$ cat src/rtl/led_evt_pkg.sv
// Shared mode codes, channel state encoding and counter widths for the LED event driver.
package led_evt_pkg;

    localparam int CNT_W = 10;
    localparam int REM_W = 4;

    localparam logic [1:0] MODE_TOGGLE  = 2'b00;
    localparam logic [1:0] MODE_STRETCH = 2'b01;
    localparam logic [1:0] MODE_BLINK   = 2'b10;
    localparam logic [1:0] MODE_HEART   = 2'b11;

    typedef enum logic [1:0] {
        ST_IDLE = 2'b00,
        ST_ON   = 2'b01,
        ST_OFF  = 2'b10
    } chan_state_t;

endpackage

$ cat src/rtl/led_event_driver_chan.sv
// One LED channel: toggle / stretch / blink-burst FSM with its ms and burst counters.
module led_evt_chan
    import led_evt_pkg::*;
#(
    parameter int ON_MS  = 50,
    parameter int OFF_MS = 50
) (
    input  logic             clk,
    input  logic             rst_n,
    input  logic             evt,
    input  logic             tick,
    input  logic [1:0]       mode_q,
    input  logic             mode_chg,
    input  logic [REM_W-1:0] blink_num,
    input  logic             heartbeat,
    output logic             led,
    output logic             busy
);

    localparam logic [CNT_W-1:0] ON_LOAD  = CNT_W'(ON_MS);
    localparam logic [CNT_W-1:0] OFF_LOAD = CNT_W'(OFF_MS);
    localparam logic [CNT_W-1:0] CNT_ONE  = CNT_W'(1);
    localparam logic [REM_W-1:0] REM_ONE  = REM_W'(1);

    chan_state_t      state_r, state_s;
    logic [CNT_W-1:0] cnt_r, cnt_s;
    logic [REM_W-1:0] rem_r, rem_s;
    logic             led_r, led_s;
    logic             busy_r;

    // Next-state logic; evt is evaluated before tick so a load is never decremented in the same cycle.
    always_comb begin
        state_s = state_r;
        cnt_s   = cnt_r;
        rem_s   = rem_r;
        led_s   = led_r;
        if (mode_chg) begin
            state_s = ST_IDLE;
            cnt_s   = {CNT_W{1'b0}};
            rem_s   = {REM_W{1'b0}};
            led_s   = 1'b0;
        end else begin
            case (mode_q)
                MODE_TOGGLE: begin
                    state_s = ST_IDLE;
                    if (evt) led_s = ~led_r;
                    else     led_s = led_r;
                end
                MODE_STRETCH: begin
                    case (state_r)
                        ST_IDLE: begin
                            if (evt) begin
                                state_s = ST_ON;
                                led_s   = 1'b1;
                                cnt_s   = ON_LOAD;
                            end else begin
                                led_s   = 1'b0;
                            end
                        end
                        ST_ON: begin
                            if (evt) begin
                                cnt_s = ON_LOAD;
                            end else if (tick) begin
                                if (cnt_r == CNT_ONE) begin
                                    state_s = ST_IDLE;
                                    led_s   = 1'b0;
                                end else begin
                                    cnt_s   = cnt_r - CNT_ONE;
                                end
                            end else begin
                                cnt_s = cnt_r;
                            end
                        end
                        default: begin
                            state_s = ST_IDLE;
                            led_s   = 1'b0;
                        end
                    endcase
                end
                MODE_BLINK: begin
                    case (state_r)
                        ST_IDLE: begin
                            if (evt && (blink_num != {REM_W{1'b0}})) begin
                                state_s = ST_ON;
                                led_s   = 1'b1;
                                cnt_s   = ON_LOAD;
                                rem_s   = blink_num;
                            end else begin
                                led_s   = 1'b0;
                            end
                        end
                        ST_ON: begin
                            if (tick && (cnt_r == CNT_ONE)) begin
                                state_s = ST_OFF;
                                led_s   = 1'b0;
                                cnt_s   = OFF_LOAD;
                            end else if (tick) begin
                                cnt_s   = cnt_r - CNT_ONE;
                            end else begin
                                cnt_s   = cnt_r;
                            end
                        end
                        ST_OFF: begin
                            if (tick && (cnt_r == CNT_ONE)) begin
                                if (rem_r == REM_ONE) begin
                                    state_s = ST_IDLE;
                                end else begin
                                    rem_s   = rem_r - REM_ONE;
                                    state_s = ST_ON;
                                    led_s   = 1'b1;
                                    cnt_s   = ON_LOAD;
                                end
                            end else if (tick) begin
                                cnt_s = cnt_r - CNT_ONE;
                            end else begin
                                cnt_s = cnt_r;
                            end
                        end
                        default: begin
                            state_s = ST_IDLE;
                            led_s   = 1'b0;
                        end
                    endcase
                end
                MODE_HEART: begin
                    state_s = ST_IDLE;
                    led_s   = heartbeat;
                end
                default: begin
                    state_s = ST_IDLE;
                    led_s   = 1'b0;
                end
            endcase
        end
    end

    // State and output registers; busy is derived from the next state so it moves with led.
    always_ff @(posedge clk or negedge rst_n) begin
        if (!rst_n) begin
            state_r <= ST_IDLE;
            cnt_r   <= {CNT_W{1'b0}};
            rem_r   <= {REM_W{1'b0}};
            led_r   <= 1'b0;
            busy_r  <= 1'b0;
        end else begin
            state_r <= state_s;
            cnt_r   <= cnt_s;
            rem_r   <= rem_s;
            led_r   <= led_s;
            busy_r  <= (state_s != ST_IDLE);
        end
    end

    assign led  = led_r;
    assign busy = busy_r;

endmodule

$ cat src/rtl/led_event_driver.sv
// LED event driver top: shared ms prescaler, mode tracking, heartbeat and per-channel FSMs.
module led_event_driver
    import led_evt_pkg::*;
#(
    parameter int N_CH     = 4,
    parameter int TICK_DIV = 50000,
    parameter int ON_MS    = 50,
    parameter int OFF_MS   = 50
) (
    input  logic            clk,
    input  logic            rst_n,
    input  logic [N_CH-1:0] evt,
    input  logic [1:0]      mode,
    input  logic [3:0]      blink_num,
    output logic [N_CH-1:0] led,
    output logic [N_CH-1:0] busy
);

    localparam int PW = (TICK_DIV > 1) ? $clog2(TICK_DIV) : 1;
    localparam logic [PW-1:0]    PRESC_LAST = PW'(TICK_DIV - 1);
    localparam logic [CNT_W-1:0] HB_LAST    = CNT_W'(ON_MS - 1);

    logic [PW-1:0]    presc_r;
    logic             tick_s;
    logic [1:0]       mode_q_r;
    logic             mode_chg_s;
    logic [CNT_W-1:0] hb_cnt_r;
    logic             hb_r;

    assign tick_s     = (presc_r == PRESC_LAST);
    assign mode_chg_s = (mode != mode_q_r);

    // Free-running prescaler; events never realign it.
    always_ff @(posedge clk or negedge rst_n) begin
        if (!rst_n)      presc_r <= {PW{1'b0}};
        else if (tick_s) presc_r <= {PW{1'b0}};
        else             presc_r <= presc_r + PW'(1);
    end

    // Registered mode copy used by every channel.
    always_ff @(posedge clk or negedge rst_n) begin
        if (!rst_n) mode_q_r <= MODE_TOGGLE;
        else        mode_q_r <= mode;
    end

    // Shared heartbeat flips every ON_MS ticks.
    always_ff @(posedge clk or negedge rst_n) begin
        if (!rst_n) begin
            hb_cnt_r <= {CNT_W{1'b0}};
            hb_r     <= 1'b0;
        end else if (tick_s) begin
            if (hb_cnt_r == HB_LAST) begin
                hb_cnt_r <= {CNT_W{1'b0}};
                hb_r     <= ~hb_r;
            end else begin
                hb_cnt_r <= hb_cnt_r + CNT_W'(1);
            end
        end
    end

    for (genvar i = 0; i < N_CH; i++) begin : g_chan
        led_evt_chan #(
            .ON_MS  (ON_MS),
            .OFF_MS (OFF_MS)
        ) u_chan (
            .clk       (clk),
            .rst_n     (rst_n),
            .evt       (evt[i]),
            .tick      (tick_s),
            .mode_q    (mode_q_r),
            .mode_chg  (mode_chg_s),
            .blink_num (blink_num),
            .heartbeat (hb_r),
            .led       (led[i]),
            .busy      (busy[i])
        );
    end

endmodule

$ cat config.mk
export PLATFORM = sky130hd
export DESIGN_NAME = led_event_driver
export DESIGN_NICKNAME = d
export VERILOG_FILES = /design/src/rtl/led_evt_pkg.sv /design/src/rtl/led_event_driver_chan.sv /design/src/rtl/led_event_driver.sv
export SDC_FILE = /design/constraint.sdc
export NUM_CORES = 1
export LEC_CHECK = 0
export CORE_ASPECT_RATIO = 0.5
export CORE_MARGIN = 4
export CORE_UTILIZATION = 57
export DETAILED_ROUTE_END_ITERATION = 12
export PLACE_DENSITY = 0.79
export REMOVE_ABC_BUFFERS = 1
export SLEW_MARGIN = 5
export SYNTH_ARGS = -nofsm -noshare
export SYNTH_HDL_FRONTEND = slang
export SYNTH_HIERARCHICAL = 1
export SYNTH_SLANG_ARGS = --single-unit
$ cat constraint.sdc
create_clock -name clk -period 2.4 [get_ports clk]
set_clock_uncertainty 0.05 [all_clocks]
set_input_delay 0.72 -clock clk [delete_from_list [all_inputs] [get_ports clk]]
set_output_delay 0.72 -clock clk [all_outputs]
set_load 0.02 [all_outputs]
* Word-level counts from Yosys, hierarchy flattened
Cells that the tools add are included.
** Storage, ports and cells
- Register bits :: 101
- Bits of input ports :: 12
- Output and inout bits :: 8
- Logic and storage cells :: 345
** Cells by class
- $add $sub $neg :: 10
- Equal/unequal tests :: 90
- Multiplexer cells :: 178
- Bitwise logic cells :: 5
- Reductions and logical operators :: 38
** Operator list (count)
- $mux W10 :: 41
- $pmux W10 S2 :: 8
- $pmux W10 S3 :: 4
- $mux W4 :: 20
- $mux W2 :: 32
- $ne A4 B3 Y1 const B :: 15
- $ne A4 B4 Y1 const B :: 12
- $pmux W2 S3 :: 8
- $ne A5 B5 Y1 const B :: 9
- $mux W1 :: 44
- $eq A10 B1 Y1 const B :: 4
- $sub A10 B1 Y10 const B :: 4
- $ne A3 B2 Y1 const B :: 11
- $pmux W4 S2 :: 4
- $reduce_and A8 Y1 :: 4
- $reduce_and A7 Y1 :: 4
- $ne A4 B2 Y1 const B :: 5
- $reduce_and A5 Y1 :: 4
- $add A16 B1 Y16 const B :: 1
- $eq A16 B16 Y1 const B :: 1
- $eq A4 B1 Y1 const B :: 4
- $mux W16 :: 1
- $ne A4 B1 Y1 const B :: 4
- $pmux W1 S4 :: 4
- 22 further kinds :: 73

* Longest topological paths before layout
- Depth in word-level cells :: 8
- Mapped depth :: 11
- Depth with buffers taken out :: 9

* Hierarchy
Netlist, hierarchy kept.
** Modules (own cells, without submodules)
- led_evt_chan (g_chan[1].u_chan ...) :: times used 2, cells an instance 166, area each 1498.9 µm², seq. area each 450.4 µm²
- led_evt_chan (g_chan[0].u_chan) :: times used 1, cells an instance 179, area each 1562.7 µm², seq. area each 450.4 µm²
- led_evt_chan (g_chan[3].u_chan) :: times used 1, cells an instance 173, area each 1465.2 µm², seq. area each 450.4 µm²
- led_event_driver :: times used 1, cells an instance 124, area each 1390.1 µm², seq. area each 725.7 µm²

* Least setup slack after synthesis
No wires, ideal clock.
- Path type :: in2reg
- Start point :: input port mode[0]
- End point :: register g_chan[0].u_chan.cnt_r[6]
- Library setup time :: 0.126 ns
- Arrival time :: 2.719 ns
- Required time :: 2.224 ns
- Setup slack :: -0.495 ns
- Stages on the path :: 9
- Path buffers :: 2
- Cell sequence :: xnor2_1 nand2_1 clkbuf_1 or4_1 o21ai_0 a32o_1 or2_2 buf_4 a221o_1
** Between the ends
- Word-level cells in the longest chain between the ends :: 3
- Elaborated cells on any way between the ends :: 11
- Classes of those cells :: eq/ne: 8; mux: 1; reduce/logical: 2
** RTL lines
- from (decl) :: line led_event_driver.sv:13 : input logic [1:0] mode,
- $ne A2 B2 Y1 (*) :: line led_event_driver.sv:31 : assign mode_chg_s = (mode != mode_q_r);
- net mode_chg_s :: line led_event_driver.sv:26 : logic mode_chg_s;
- $ne A5 B4 Y1 (no source line), or another cell as far along
- $reduce_and A8 Y1 (no source line)
- to (signal assigned) :: line led_event_driver_chan.sv:141 : cnt_r <= {CNT_W{1'b0}};
- to (signal assigned) :: line led_event_driver_chan.sv:147 : cnt_r <= cnt_s;
- to (decl) :: line led_event_driver_chan.sv:26 : logic [CNT_W-1:0] cnt_r, cnt_s;
Mark *: on every way through the listed nets, which the timed path passes. The rest lies on a longest branch.
A chain may end at the register's enable or synchronous reset.

* Worst setup path in the final report
- Start point :: register presc_r[11]
- End point :: register g_chan[1].u_chan.busy_r
** Between the ends
- Word-level cells in the longest chain between the ends :: 7
- Elaborated cells on any way between the ends :: 11
- Classes of those cells :: eq/ne: 1; mux: 8; reduce/logical: 2
** RTL lines
- from (decl) :: line led_event_driver.sv:23 : logic [PW-1:0] presc_r;
- from (signal assigned) :: line led_event_driver.sv:35 : if (!rst_n) presc_r <= {PW{1'b0}};
- from (signal assigned) :: line led_event_driver.sv:36 : else if (tick_s) presc_r <= {PW{1'b0}};
- from (signal assigned) :: line led_event_driver.sv:37 : else presc_r <= presc_r + PW'(1);
- $eq A16 B16 Y1 (*) :: line led_event_driver.sv:30 : assign tick_s = (presc_r == PRESC_LAST);
- $mux W2 or $logic_and A1 B1 Y1 (tied branches) :: line led_event_driver_chan.sv:63, led_event_driver_chan.sv:93, led_event_driver_chan.sv:104
- $mux W2, on equally long branches :: line led_event_driver_chan.sv:61, led_event_driver_chan.sv:93, led_event_driver_chan.sv:104
- $pmux W2 S2 or $pmux W2 S3 (tied branches) :: line led_event_driver_chan.sv:50, led_event_driver_chan.sv:81
- $pmux W2 S3 (*) :: line led_event_driver_chan.sv:43 : case (mode_q)
- $mux W2 (*) :: line led_event_driver_chan.sv:37 : if (mode_chg) begin
- $reduce_bool A2 Y1 (*) :: line led_event_driver_chan.sv:150 : busy_r <= (state_s != ST_IDLE);
- to (signal assigned) :: line led_event_driver_chan.sv:150
- to (decl) :: line led_event_driver_chan.sv:29 : logic busy_r;
Every way passes the cells marked *; elsewhere a longest branch is shown, timed or not.

==> results.md <==
- Die area: roughly 0.015 sq mm
- Most common cell in the netlist: dfrtp_1
- Final setup fails: 31
- Area growth from synthesis to layout: 32.6%
- RSZ-0062 raised after global routing: yes
- Crit path kind: reg2reg
- Crit path DAT: ~2800 ps
- Slowest cell delay on critical path: about 420 ps
- First drt pass iteration count: 6
- Total power draw: 4.49 mW
- CP endpoint kind: flop
- Nets: 1,018
- Worst EP required: between 2000 and 3000 ps
- Final Hold Violating Endpoints: 0
- Initial Utilization: between 50 and 60%
- Pwr Density: roughly 460 mW/mm^2
- CTS tree: done
- DR vias: 7,519
- ANT cells: 0
- Yosys warns: 6
- Pin count of the biggest net entering global routing: 45
- Cell count after synthesis: between 800 and 900
- Wire per inst: slightly below 20 um
- Area leader, netlist: dfrtp_1
- Initial DRC count: between 800 and 900
- CTS HTree Levels: 3
- Critical Path, Cell by Cell: nor4b_4, nand4_4, clkinv_4, or3b_4, buf_6, nor4_4, o32ai_2, a21oi_2, o31ai_2
- Primary FF master, synth: dfrtp_1
- Crit-path leading delay family: simple AND/OR/NAND/NOR gates
- Average cell area after synthesis: around 9 sq um
- Die width: 169 um
- Row count: 29
- Sequential area share after synthesis: approximately a third
- Worst-path maximum fanout: 5
- Pins Over Slew Limit: 0
- Layout cells sized above 1: a little under a third
- Fin cells: around 1,100
- Io pins: 20
- Initial antenna violation count: 0
- Vias in the first global route: between 7,000 and 8,000
- First-pass GRT wire length: around 34,000 um
- Tightest Pin Transition: between 600 and 700 ps
- Post-DR vias/cell: 6.56
- Deepest clock path buffer count: 2
- CP bufs+invs: 2
- CTS Buf Count: 9
- FF+latch count, synth: ~100
- Share of the synthesized area in the top cell type: about a third
- CTS sink count: just over 100
- DRC: 0
- HP Class: in2async
- Die height: ~90 um
- Critical Path Source Type: flop
- P_leak: 4.42 nW
- Number of synthesized flops with an enable pin: 0
- Failing checks: setup timing
- Post-synth ARST share: 100%
- Post-DP HPWL: about 13,000 um
- Overall global routing resource usage: a little over a quarter
- Setup TNS: -3170 ps
- Synth Cell Area: 0.00742 sq mm
- Max Freq: approximately 390 MHz
- Core area: 0.0127 sq mm
- Total Wirelength: ~22,000 um
- Max stage delay cell, worst path: or3b_4
- Min cycle time layout: approximately 2600 ps
- Peak supply drop: between 0.3 and 0.4 mV
- Placed Instances: around 1,100
- Layout Utilization: 77.4%
- Top cells by count, synth: dfrtp_1, inv_1, nor2_1, nand2_1, a21oi_1
- Port bufs: 19
- Antenna Nets Post-Route: 0
- CTS Root Cell: clkbuf_16
- Tcrit/Tclk final: 107%
- Max-Cap Viols: 0
- Rel. slew slack: a little under three fifths
- Yosys cell types: slightly above 90
- RePlAce Congestion: 0.913
- Clock transition at path regs: 80 ps
- Outcome: complete, but fails checks
- Ranking of synthesized cells by area: dfrtp_1, ha_1, inv_1, a21oi_1, nor2_1
- Setup ws final: -172 ps
- Remaining Overflow, GRT: 0
- Clock insertion delay at the later pin of the skew report: roughly 360 ps
- Dpl ws: -642 ps
[stage by stage]
stage               hold slack, ps  cell area (sq um)
detailed placement             416               8730
floorplan                      374               7280
finish                         326               9830
global placement               414               8730
global route                   364               9830
CTS                            350               9420
[where the power goes]
part	leakage [nW]	total (mW)	internal (mW)	switching [mW]
Sequential	1.37	1.83	1.76	0.0714
Combinational	2.90	1.16	0.505	0.654
Clock	0.142	1.50	0.733	0.763
Total	4.42	4.49	3.00	1.49
[logic make-up (layout without fill, tap and decap cells)]
kind of cell	after synthesis	count (layout)	synth area share [%]
buf+inv	95	263	5.30
compound gates	237	237	24.8
simple gates	302	302	24.6
xor+xnor	23	23	2.72
fa+ha+maj	35	35	5.91
flops	101	101	34.1
mux	15	15	2.63
[layer usage]
layer	track usage, %	part of all wire, %	vias up
met4	6.94	2.6	0
met5	0	0	-
met3	4.06	5.9	69
met1	35.4	41	3698
li1	-	-	3390
met2	49.0	50	362
[layout by cell type (no fill, tap or decap), types with 7 or more instances in the layout]
| cell | n |
|---|---|
| nand3_1 | 20 |
| xor2_1 | 10 |
| a211oi_1 | 7 |
| nor2b_1 | 17 |
| a21oi_2 | 8 |
| or4_1 | 9 |
| a22o_1 | 10 |
| a221o_1 | 7 |
| or3_1 | 8 |
| a31oi_1 | 12 |
| a211o_1 | 15 |
| o21ai_1 | 7 |
| nor2_1 | 51 |
| clkbuf_16 | 9 |
| buf_6 | 16 |
| nor3_1 | 22 |
| ha_1 | 35 |
| dfrtp_1 | 101 |
| o21ai_0 | 19 |
| nand2_1 | 41 |
| nand4_1 | 12 |
| nor3b_1 | 8 |
| a21oi_1 | 36 |
| clkdlybuf4s50_1 | 12 |
| o22ai_1 | 9 |
| xnor2_1 | 13 |
| and2_1 | 7 |
| inv_1 | 64 |
| nor4_1 | 8 |
| nand2b_1 | 18 |
| buf_4 | 140 |
[flip-flops by register name (all words and copies together), names as in the netlist]
signal                 flops
hb_cnt_r                  10
g_chan.u_chan/busy         4
hb_r                       1
g_chan.u_chan/rem_r       16
mode_q_r                   2
g_chan.u_chan/state_r      8
presc_r                   16
g_chan.u_chan/cnt_r       40
g_chan.u_chan/led          4
[worst register-to-register path: stages, from the launching register on]
cell	delay [ps]
dfrtp_1	410
nor4b_4	350
nand4_4	140
clkinv_4	120
or3b_4	420
buf_6	140
nor4_4	300
o32ai_2	140
a21oi_2	250
o31ai_2	130
[final cells by class]
class                           instances  area [sq um]
Multi-Input combinational cell        612          5030
Tap cell                              170           213
Sequential cell                       101          2530
Timing Repair inverter                  1          8.76
Fill cell                             778          2870
Clock buffer                            9           225
Timing Repair Buffer                  180          1510
Clock inverter                          7          67.6
Inverter                               66           253
[final timing paths]
kind / start / endpoint / slack, ps / depth (start not counted)
worst min-delay path: rst_n / g_chan[2].u_chan/cnt_r[3] / 330 / 1
min in group clk: hb_cnt_r[9] / hb_cnt_r[9] / 440 / 1
worst min register to register: hb_cnt_r[9] / hb_cnt_r[9] / 440 / 1
worst max-delay path: presc_r[11] / g_chan[1].u_chan/busy / -170 / 9
worst max register to register: presc_r[11] / g_chan[1].u_chan/busy / -170 / 9
max in group asynchronous: rst_n / presc_r[0] / 1340 / 2
[timing repair]
action	4_1_cts	5_1_grt
gates cloned	1	0
buffers inserted	20	15
endpoints found under the setup margin	64	70
pin swaps	28	32
resized for setup	59	65
hold buffers	0	0
(Power assumes the default switching activity.)
==> RTL edit: new RTL, config.mk and constraints unchanged <==
Change the parameter `N_CH` from 4 to 5.
--- a/src/rtl/led_event_driver.sv
+++ b/src/rtl/led_event_driver.sv
@@ -2,7 +2,7 @@
 module led_event_driver
     import led_evt_pkg::*;
 #(
-    parameter int N_CH     = 4,
+    parameter int N_CH     = 5,
     parameter int TICK_DIV = 50000,
     parameter int ON_MS    = 50,
     parameter int OFF_MS   = 50
Ports: changed (resized busy, evt and led); port bits go from 20 to 23. The function was not compared with the original's and may differ.
==> RTL edit against the unedited design <==
The flow still finishes with violations (setup timing). Combinational power increased by 31%. First-iteration DRC count up 36%. Synthesized area increased by 19%. Via count grew 29%. Non-clock buffer count increased by 17. Critical path depth rose by 1. Total power rose by 40%. Sequential power grew 20%. Cell area grew 22%. Wire length up 39%. Worst setup slack got worse by 0.17 ns. Sequential cell count is 18 higher. Critical path type unchanged. Critical endpoint is now g_chan[1].u_chan/cnt_r[2].
==> RTL edit: results <==
outcome:
  outcome: "finished with violations"
  failed_checks: "setup timing"
grt:
  met2_usage_grt_pct: 51.46
  use_met3_pct: 6.606
  first_global_vias: 8807
  grt_first_pass_wirelength_mm: 43.14
  grt_max_degree: 49
  overall_global_routing_resource_usage_pct: 30.02
  grtUsageMet1_pct: 37.84
clocking:
  htreeDepth: 4
  clkLatencyLatePin_ns: 0.43
  tritoncts.num_buffers: 17
  clk_pin_slew_worst_paths_ns: 0.06
timing:
  fin_ws_ns: -0.3388
  slew-limit-headroom_pct: 59.69
  setup_violations: 64
final_layout:
  final.clkbuf_count: 21
  layout.filler_cells: 773
  area_share_clock_buf_inv_pct: 4.814
  multi_input_area_um2: 6152
  stdcell_count: 1362
  drive_gt1_share_pct: 32.13
  num-nets-final: 1207
  buffers: 197
  seq_area_um2: 2978
  buffer_area_share_pct: 14.07
  num-multi-input-gates: 729
  biggest_registers_after_layout: "g_chan.u_chan/cnt_r (50), g_chan.u_chan/rem_r (20), presc_r (16)"
pwr:
  ir_worst_vdd_mv: 0.5337
  power.sequential.total_w: 0.00219
  power_frac_clock_pct: 40.9
  netSwitchingPower_w: 0.002006
  cellPowerDensity_nw_per_um2: 523.4
yosys:
  synth.mux.area_fraction_pct: 3.065
  yosys_register_bits: 119
  commonest_cells_in_the_synthesized_netlist: "dfrtp_1 (119), inv_1 (86), nor2_1 (61)"
  synth_compound_area_share_pct: 25.88
  post_synth_fa_ha_maj_area_fraction_pct: 6.102
  netlist-cell-type-count: 88
  post_synth.cell_area_avg_um2: 9.109
  yosys-top-cells-area: "dfrtp_1 (34%), ha_1 (6.1%), inv_1 (3.7%)"
critical_path:
  timing.critical_path.from: "presc_r[1]"
  r2r.worst_path.cells: 10
  critPathMaxFanout: 7
  worst-endpoint-arrival_ns: 3.00
placed_design:
  placed_area_um2: 10310
  placed_instances: 1303
  place.detailed.hpwl_mm: 17.14
  final_weighted_congestion_of_routability_driven_global_placement: 0.9375
  portBuffers: 22
detailed_routing:
  wl_met1_mm: 12.01
  wirelength_mm: 31.20
  met3WireLength_mm: 2.981
  drt_iter0_drc: 1115
  detail_route.vias_per_cell: 7.102
floorplanning:
  design.die.area_um2: 17640
[RTL edit: changes by cell type after synthesis, sizes merged, moves of 8 or more]
cell / unedited run / this run
inv: 65 / 86
nand2: 45 / 55
dfrtp: 101 / 119
nor3: 27 / 35
ha: 35 / 43
a21oi: 49 / 65
o22ai: 12 / 21
[RTL edit: stage by stage]
| stage | util [%] | hold WS [ns] | setup WS (ns) |
|---|---|---|---|
| after global placement | 69.59 | 0.4133 | -0.5411 |
| final | 80.87 | 0.1968 | -0.3388 |
| after CTS | 76.31 | 0.2171 | -0.1431 |
| after global routing | 80.87 | 0.2274 | -0.3892 |
| after floorplan | - | 0.3744 | -1.434 |
| after detailed placement | 69.59 | 0.4186 | -0.5958 |
[RTL edit: timing repair]
action | 4_1_cts | 5_1_grt
cloned | 1 | 0
pin swaps | 26 | 43
setup buffers | 15 | 19
resized for setup | 65 | 104
setup endpoints to repair | 82 | 89
